[config.mk]
export PLATFORM = sky130hd
export DESIGN_NAME = seconds_counter_display_flat
export DESIGN_NICKNAME = d
export VERILOG_FILES = /design/src/rtl/seconds_counter_display_pkg.sv /design/src/rtl/seconds_counter_display_if.sv /design/src/rtl/seconds_counter_display_bcd_to_7seg.sv /design/src/rtl/seconds_counter_display.sv /design/src/flat_wrapper.sv
export SDC_FILE = /design/constraint.sdc
export NUM_CORES = 1
export LEC_CHECK = 0
export CORE_UTILIZATION = 40
export DETAILED_ROUTE_END_ITERATION = 8
export DONT_BUFFER_PORTS = 1
export HOLD_SLACK_MARGIN = 0.12
export SLEW_MARGIN = 20
export SYNTH_ARGS = -nofsm -noshare
export SYNTH_HDL_FRONTEND = slang
export SYNTH_SLANG_ARGS = --single-unit
[constraint.sdc]
create_clock -name clk_in -period 2.58 [get_ports clk_in]
set_input_delay 0.129 -clock clk_in [delete_from_list [all_inputs] [get_ports clk_in]]
set_output_delay 0.129 -clock clk_in [all_outputs]
set_load 0.03 [all_outputs]
[src/rtl/seconds_counter_display_pkg.sv]
// Shared constants and types for the MM:SS seconds counter and its 7-segment display.
// Segment patterns are {g,f,e,d,c,b,a}, active-low.
package seconds_counter_display_pkg;

  localparam int unsigned CLK_HZ = 100_000_000;

  localparam logic [6:0] SEG_0     = 7'b100_0000;
  localparam logic [6:0] SEG_1     = 7'b111_1001;
  localparam logic [6:0] SEG_2     = 7'b010_0100;
  localparam logic [6:0] SEG_3     = 7'b011_0000;
  localparam logic [6:0] SEG_4     = 7'b001_1001;
  localparam logic [6:0] SEG_5     = 7'b001_0010;
  localparam logic [6:0] SEG_6     = 7'b000_0010;
  localparam logic [6:0] SEG_7     = 7'b111_1000;
  localparam logic [6:0] SEG_8     = 7'b000_0000;
  localparam logic [6:0] SEG_9     = 7'b001_0000;
  localparam logic [6:0] SEG_BLANK = 7'h7F;

  // Enumerator value doubles as the anode index (0 = rightmost digit).
  typedef enum logic [1:0] {
    DigSecOnes = 2'd0,
    DigSecTens = 2'd1,
    DigMinOnes = 2'd2,
    DigMinTens = 2'd3
  } digit_sel_e;

  typedef struct packed {
    logic [3:0] min_tens;
    logic [3:0] min_ones;
    logic [3:0] sec_tens;
    logic [3:0] sec_ones;
  } bcd_time_t;

  function automatic logic [3:0] anode_onehot_n(digit_sel_e sel);
    return ~(4'b0001 << sel);
  endfunction

endpackage

[src/rtl/seconds_counter_display_if.sv]
// Signal bundle between the seconds counter/display and its environment.
// master drives the divided clock and controls; slave is the counter/display block.
interface seconds_counter_display_if;
  import seconds_counter_display_pkg::*;

  logic       divided_clk_in;
  logic       count_en_in;
  logic       clear_in;
  logic       sec_tick_out;
  logic       wrap_out;
  bcd_time_t  bcd_out;
  logic [6:0] seg_out;
  logic [3:0] an_out;
  logic       dp_out;

  modport master (
    output divided_clk_in, count_en_in, clear_in,
    input  sec_tick_out, wrap_out, bcd_out, seg_out, an_out, dp_out
  );

  modport slave (
    input  divided_clk_in, count_en_in, clear_in,
    output sec_tick_out, wrap_out, bcd_out, seg_out, an_out, dp_out
  );

endinterface

[src/rtl/seconds_counter_display_bcd_to_7seg.sv]
// Combinational BCD digit to active-low 7-segment pattern; non-decimal codes blank the digit.
module seconds_counter_display_bcd_to_7seg
  import seconds_counter_display_pkg::*;
(
  input  logic [3:0] i_bcd,
  output logic [6:0] o_seg
);

  always_comb begin
    o_seg = SEG_BLANK;
    case (i_bcd)
      4'd0:    o_seg = SEG_0;
      4'd1:    o_seg = SEG_1;
      4'd2:    o_seg = SEG_2;
      4'd3:    o_seg = SEG_3;
      4'd4:    o_seg = SEG_4;
      4'd5:    o_seg = SEG_5;
      4'd6:    o_seg = SEG_6;
      4'd7:    o_seg = SEG_7;
      4'd8:    o_seg = SEG_8;
      4'd9:    o_seg = SEG_9;
      default: o_seg = SEG_BLANK;
    endcase
  end

endmodule

[src/rtl/seconds_counter_display.sv]
// Samples the 1 Hz divided clock, turns rising edges into second ticks, keeps an MM:SS BCD count
// and scans it onto a 4-digit multiplexed active-low 7-segment display.
module seconds_counter_display
  import seconds_counter_display_pkg::*;
#(
  parameter int unsigned REFRESH_DIV = 100_000,
  parameter int unsigned SYNC_STAGES = 2
) (
  input  logic                       clk_in,
  input  logic                       rst_in,
  seconds_counter_display_if.slave   bus
);

  localparam int unsigned RefW = (REFRESH_DIV > 1) ? $clog2(REFRESH_DIV) : 1;
  localparam logic [RefW-1:0] RefLast = RefW'(REFRESH_DIV - 1);
  localparam logic [RefW-1:0] RefOne  = RefW'(1);

  logic [SYNC_STAGES-1:0] r_sync;
  logic                   r_prev;
  logic                   r_sec_tick;
  logic                   r_wrap;
  logic                   w_tick;
  bcd_time_t              r_time;
  bcd_time_t              w_time_next;
  logic                   w_wrap_next;
  logic [RefW-1:0]        r_refresh;
  digit_sel_e             r_sel;
  logic [3:0]             w_digit;
  logic [6:0]             w_seg;
  logic [6:0]             r_seg;
  logic [3:0]             r_an;
  logic                   r_dp;

  // History resets high so an input already high at reset release is not an edge.
  assign w_tick = r_sync[SYNC_STAGES-1] & ~r_prev;

  always_ff @(posedge clk_in) begin
    if (rst_in) begin
      r_sync     <= '1;
      r_prev     <= 1'b1;
      r_sec_tick <= 1'b0;
    end else begin
      r_sync     <= {r_sync[SYNC_STAGES-2:0], bus.divided_clk_in};
      r_prev     <= r_sync[SYNC_STAGES-1];
      r_sec_tick <= w_tick;
    end
  end

  always_comb begin
    w_time_next = r_time;
    w_wrap_next = 1'b0;
    if (bus.clear_in) begin
      w_time_next = '0;
    end else if (r_sec_tick && bus.count_en_in) begin
      if (r_time.sec_ones != 4'd9) begin
        w_time_next.sec_ones = r_time.sec_ones + 4'd1;
      end else begin
        w_time_next.sec_ones = 4'd0;
        if (r_time.sec_tens != 4'd5) begin
          w_time_next.sec_tens = r_time.sec_tens + 4'd1;
        end else begin
          w_time_next.sec_tens = 4'd0;
          if (r_time.min_ones != 4'd9) begin
            w_time_next.min_ones = r_time.min_ones + 4'd1;
          end else begin
            w_time_next.min_ones = 4'd0;
            if (r_time.min_tens != 4'd5) begin
              w_time_next.min_tens = r_time.min_tens + 4'd1;
            end else begin
              w_time_next.min_tens = 4'd0;
              w_wrap_next          = 1'b1;
            end
          end
        end
      end
    end
  end

  always_ff @(posedge clk_in) begin
    if (rst_in) begin
      r_time <= '0;
      r_wrap <= 1'b0;
    end else begin
      r_time <= w_time_next;
      r_wrap <= w_wrap_next;
    end
  end

  always_comb begin
    w_digit = 4'd0;
    unique case (r_sel)
      DigSecOnes: w_digit = r_time.sec_ones;
      DigSecTens: w_digit = r_time.sec_tens;
      DigMinOnes: w_digit = r_time.min_ones;
      DigMinTens: w_digit = r_time.min_tens;
      default:    w_digit = 4'd0;
    endcase
  end

  seconds_counter_display_bcd_to_7seg u_bcd_to_7seg (
    .i_bcd (w_digit),
    .o_seg (w_seg)
  );

  always_ff @(posedge clk_in) begin
    if (rst_in) begin
      r_refresh <= '0;
      r_sel     <= DigSecOnes;
      r_seg     <= SEG_BLANK;
      r_an      <= 4'hF;
      r_dp      <= 1'b1;
    end else begin
      if (r_refresh == RefLast) begin
        r_refresh <= '0;
        r_sel     <= digit_sel_e'(r_sel + 2'd1);
      end else begin
        r_refresh <= r_refresh + RefOne;
      end
      r_seg <= w_seg;
      r_an  <= anode_onehot_n(r_sel);
      r_dp  <= (r_sel != DigMinOnes);
    end
  end

  assign bus.sec_tick_out = r_sec_tick;
  assign bus.wrap_out     = r_wrap;
  assign bus.bcd_out      = r_time;
  assign bus.seg_out      = r_seg;
  assign bus.an_out       = r_an;
  assign bus.dp_out       = r_dp;

endmodule
[src/flat_wrapper.sv]
// flat-port wrapper written by rule: the top's interface ports become plain ports
module seconds_counter_display_flat import seconds_counter_display_pkg::*;
#(
  parameter int unsigned REFRESH_DIV = 100_000,
  parameter int unsigned SYNC_STAGES = 2
)
  (clk_in, rst_in, bus_divided_clk_in, bus_count_en_in, bus_clear_in, bus_sec_tick_out, bus_wrap_out, bus_bcd_out, bus_seg_out, bus_an_out, bus_dp_out);
  seconds_counter_display_if bus_i ();
  input  logic clk_in;
  input  logic rst_in;
  input wire logic [$bits(bus_i.divided_clk_in)-1:0] bus_divided_clk_in;
  input wire logic [$bits(bus_i.count_en_in)-1:0] bus_count_en_in;
  input wire logic [$bits(bus_i.clear_in)-1:0] bus_clear_in;
  output wire logic [$bits(bus_i.sec_tick_out)-1:0] bus_sec_tick_out;
  output wire logic [$bits(bus_i.wrap_out)-1:0] bus_wrap_out;
  output wire logic [$bits(bus_i.bcd_out)-1:0] bus_bcd_out;
  output wire logic [$bits(bus_i.seg_out)-1:0] bus_seg_out;
  output wire logic [$bits(bus_i.an_out)-1:0] bus_an_out;
  output wire logic [$bits(bus_i.dp_out)-1:0] bus_dp_out;
  assign bus_i.divided_clk_in = bus_divided_clk_in;
  assign bus_i.count_en_in = bus_count_en_in;
  assign bus_i.clear_in = bus_clear_in;
  assign bus_sec_tick_out = bus_i.sec_tick_out;
  assign bus_wrap_out = bus_i.wrap_out;
  assign bus_bcd_out = bus_i.bcd_out;
  assign bus_seg_out = bus_i.seg_out;
  assign bus_an_out = bus_i.an_out;
  assign bus_dp_out = bus_i.dp_out;
  seconds_counter_display #(.REFRESH_DIV(REFRESH_DIV), .SYNC_STAGES(SYNC_STAGES)) u_core (.clk_in(clk_in), .rst_in(rst_in), .bus(bus_i));
endmodule
==> results.sh <==
export IMPL_cp_data_required_time_ns=2.78
export IMPL_start_util_pct=42.7
export IMPL_synthArstFlopShare_pct=0
export IMPL_syn_nets=282
export IMPL_holdCritStartpoint="bus_count_en_in"
export IMPL_arrival_ns=2.52
export IMPL_die_h_um=79.6
export IMPL_multi_input_area_mm2=0.00126
export IMPL_drc=0
export IMPL_antenna_found_initial=0
export IMPL_routed_wl_um=4620
export IMPL_avgViaCountPerCell=5.32
export IMPL_min_period_ns=2.32
export IMPL_cts_path_max_buffers=2
export IMPL_clk_pin_slew_worst_paths_ns=0.10
export IMPL_grt_pass1_vias=1699
export IMPL_setup_tns_ns=0
export IMPL_numCtsBuffers=5
export IMPL_ir_drop_uv=333
export IMPL_path_class="flip-flop to flip-flop"
export IMPL_vias=1840
export IMPL_grt_max_degree=18
export IMPL_clock_sinks=51
export IMPL_max_freq_mhz=431
export IMPL_outcome="finished, final reports clean"
export IMPL_worst_pin_slew_ns=0.559
export IMPL_clk_latency_ns=0.30
export IMPL_slew_violations=0
export IMPL_antenna_left=0
export IMPL_slew_headroom_pct=62.6
export IMPL_ctsHoldBuffers=4
export IMPL_drive_gt1_share_pct=10.2
export IMPL_syn_inst=268
export IMPL_setup_viol=0
export IMPL_ios=35
export IMPL_finish_utilization_pct=46.3
export IMPL_p_leak_uw=0.000932
export IMPL_portBuffers=0
export IMPL_clockRootBuffer="clkbuf_8"
export IMPL_yosysSeqAreaShare_pct=42.4
export IMPL_std_cell_rows=27
export IMPL_setup_ws_ns=0.259
export IMPL_rsz0062_at_grt="no"
export IMPL_die_area_mm2=0.00634
export IMPL_synth_edf_count=0
export IMPL_maxCapViolCount=0
export IMPL_cp_start_kind="flip-flop"
export IMPL_reg2reg_slack_ns=0.26
export IMPL_fp_coreArea_mm2=0.00564
export IMPL_synth_ff_type="dfxtp_1"
export IMPL_tritoncts="yes"
export IMPL_endpoint_kind="flip-flop"
export IMPL_ff_latch_area_mm2=0.00102
export IMPL_place_gp_congestion=0.815
export IMPL_r2r_end="u_core.bus.seg_out[5]$_SDFF_PP1_"
export IMPL_cts_resized=0
export IMPL_filler_cell_count=529
export IMPL_reg2reg_depth=8
export IMPL_hpwl_um=3220
export IMPL_grt_first_pass_wirelength_um=7870
export IMPL_final_nets=287
export IMPL_first_pass_iters=4
export IMPL_mappedNetlistArea_mm2=0.00241
export IMPL_drt_iter0_markers=145
export IMPL_yosys_register_bits=51
export IMPL_r2r_start="u_core.r_sel[0]$_SDFFE_PP0N_"
export IMPL_cts_max_level=2
export IMPL_min_to="u_core.bus.bcd_out[1]$_SDFFE_PP0N_"
export IMPL_yosys_warnings=0
export IMPL_min_period_over_period_pct=90.0
export IMPL_n_antenna_cell=0
export IMPL_crit_fanout=5
export IMPL_post_cts_buffers=0
export IMPL_fp_dieW_um=79.6
export IMPL_pre_cts_slack_ns=0.261
export IMPL_syn2layout_area_growth_pct=8.46
export IMPL_wl_per_cell_um=13.3
export IMPL_fin_skew_ns=0.0152
export IMPL_synth_cell_types=46
export IMPL_hp_class="input pin to flip-flop"
export IMPL_pwr_density_cell_mw_per_mm2=509
export IMPL_final_hold_viol_count=0
export IMPL_grt_overflow=0
export IMPL_syn_avg_cell_area_um2=8.99
export IMPL_grtUsageTotal_pct=15.9
export IMPL_min_path_cells=3
## state kept, by name, indices dropped and copies added (netlist names)
name                     cells
u_core.r_refresh            17
u_core.bus.dp_out            1
u_core.r_sel                 2
u_core.r_prev                1
u_core.bus.seg_out           7
u_core.r_sync                2
u_core.bus.an_out            3
u_core.bus.wrap_out          1
u_core.bus.bcd_out          16
u_core.bus.sec_tick_out      1
## cell type report
type	instances	share of cell area (%)
Multi-Input combinational cell	190	48.3
Sequential cell	51	39.1
Timing Repair Buffer	11	3.54
Tap cell	72	3.45
Clock buffer	7	3.30
Inverter	14	2.01
Clock inverter	1	0.335
## per-stage QoR
stage | cells | power, uW | hold WS (ns) | cell area [um^2]
3_5_place_dp | 334 | 865 | 0.207 | 2480
4_1_cts | 346 | 1360 | 0.152 | 2610
6_report | 346 | 1330 | 0.164 | 2610
2_1_floorplan | 268 | 861 | 0.233 | 2410
5_1_grt | 346 | 1390 | 0.188 | 2610
3_3_place_gp | 334 | 865 | 0.204 | 2480
## critical path: stages, from the launching register on
cell and delay (ns):
dfxtp_1 0.40, inv_1 0.10, ha_1 0.26, a222oi_1 0.36
mux2_2 0.29, inv_1 0.07, ha_1 0.19, or3_1 0.39
a21o_1 0.17
## how the worst max path moves through the flow
stage,start,to
after CTS,u_core.r_sel[0]$_SDFFE_PP0N_,u_core.bus.seg_out[5]$_SDFF_PP1_
after global placement,u_core.r_sel[0]$_SDFFE_PP0N_,u_core.bus.seg_out[5]$_SDFF_PP1_
final,u_core.r_sel[0]$_SDFFE_PP0N_,u_core.bus.seg_out[5]$_SDFF_PP1_
after floorplan,u_core.r_sel[0]$_SDFFE_PP0N_,u_core.bus.seg_out[5]$_SDFF_PP1_
after global routing,u_core.r_sel[0]$_SDFFE_PP0N_,u_core.bus.seg_out[5]$_SDFF_PP1_
after detailed placement,u_core.r_sel[0]$_SDFFE_PP0N_,u_core.bus.seg_out[5]$_SDFF_PP1_
## layout by cell type, fill, tap and decap left out, types with 5 or more instances in the layout
cell type / instances
a21oi_1: 14
buf_4: 7
clkbuf_8: 6
dfxtp_1: 51
ha_1: 9
inv_1: 14
nand2_1: 19
nand3_1: 14
nand4_1: 8
nor2_1: 28
nor2b_1: 5
nor3_1: 5
o21ai_0: 12
xnor2_1: 9
xor2_1: 10
## cell usage after synthesis, types with 2 or more instances
| library cell | count | area share [%] |
|---|---|---|
| and3_1 | 2 | 0.52 |
| nand3_1 | 14 | 2.9 |
| inv_1 | 14 | 2.2 |
| a31oi_1 | 2 | 0.52 |
| nand2_1 | 19 | 3.0 |
| or3_1 | 4 | 1.0 |
| dfxtp_1 | 51 | 42 |
| nor2b_1 | 5 | 1.3 |
| a222oi_1 | 4 | 1.7 |
| nand4_1 | 8 | 2.1 |
| mux2i_1 | 4 | 1.7 |
| or2_1 | 2 | 0.52 |
| nor4bb_1 | 2 | 0.83 |
| o21ai_0 | 12 | 2.5 |
| or2_2 | 4 | 1.0 |
| clkbuf_1 | 5 | 0.78 |
| nand4bb_1 | 2 | 0.93 |
| buf_2 | 4 | 0.83 |
| nor4_1 | 2 | 0.52 |
| mux2_2 | 3 | 1.4 |
| a21o_1 | 3 | 0.93 |
| xnor2_1 | 9 | 3.3 |
| or3_2 | 2 | 0.62 |
| nor4b_1 | 2 | 0.73 |
| a21oi_1 | 14 | 2.9 |
| ha_1 | 9 | 4.7 |
| and4_1 | 4 | 1.5 |
| xor2_1 | 10 | 3.6 |
| nor3_1 | 5 | 1.0 |
| nor2_1 | 28 | 4.4 |
| buf_6 | 2 | 0.93 |
| o211ai_1 | 2 | 0.62 |
| nor3b_1 | 2 | 0.62 |
## cell families after synthesis
family | Yosys count | synth area share, %
flops | 51 | 42.4
fa+ha+maj | 9 | 4.67
simple gates | 113 | 26.8
xor+xnor | 19 | 6.91
mux | 7 | 3.06
buf+inv | 27 | 5.24
compound gates | 42 | 10.9
## report_power, final
group | switching (uW) | total [uW] | internal, uW | leakage [uW]
Clock | 256 | 476 | 220 | 0.0000484
Combinational | 20.9 | 36.2 | 15.4 | 0.000469
Sequential | 18.7 | 818 | 799 | 0.000415
Total | 295 | 1330 | 1030 | 0.000932
## metal layers
metal | share of wire [%] | wire length (um) | vias up | global-route usage (%)
met5 | 0 | 0 | - | 0
met3 | 2.9 | 135 | 4 | 4.00
met1 | 47 | 2180 | 859 | 19.4
met2 | 49 | 2250 | 29 | 26.6
li1 | - | - | 948 | -
met4 | 1.2 | 57 | 0 | 5.82
No activity file was read; power rests on OpenSTA's default activity.
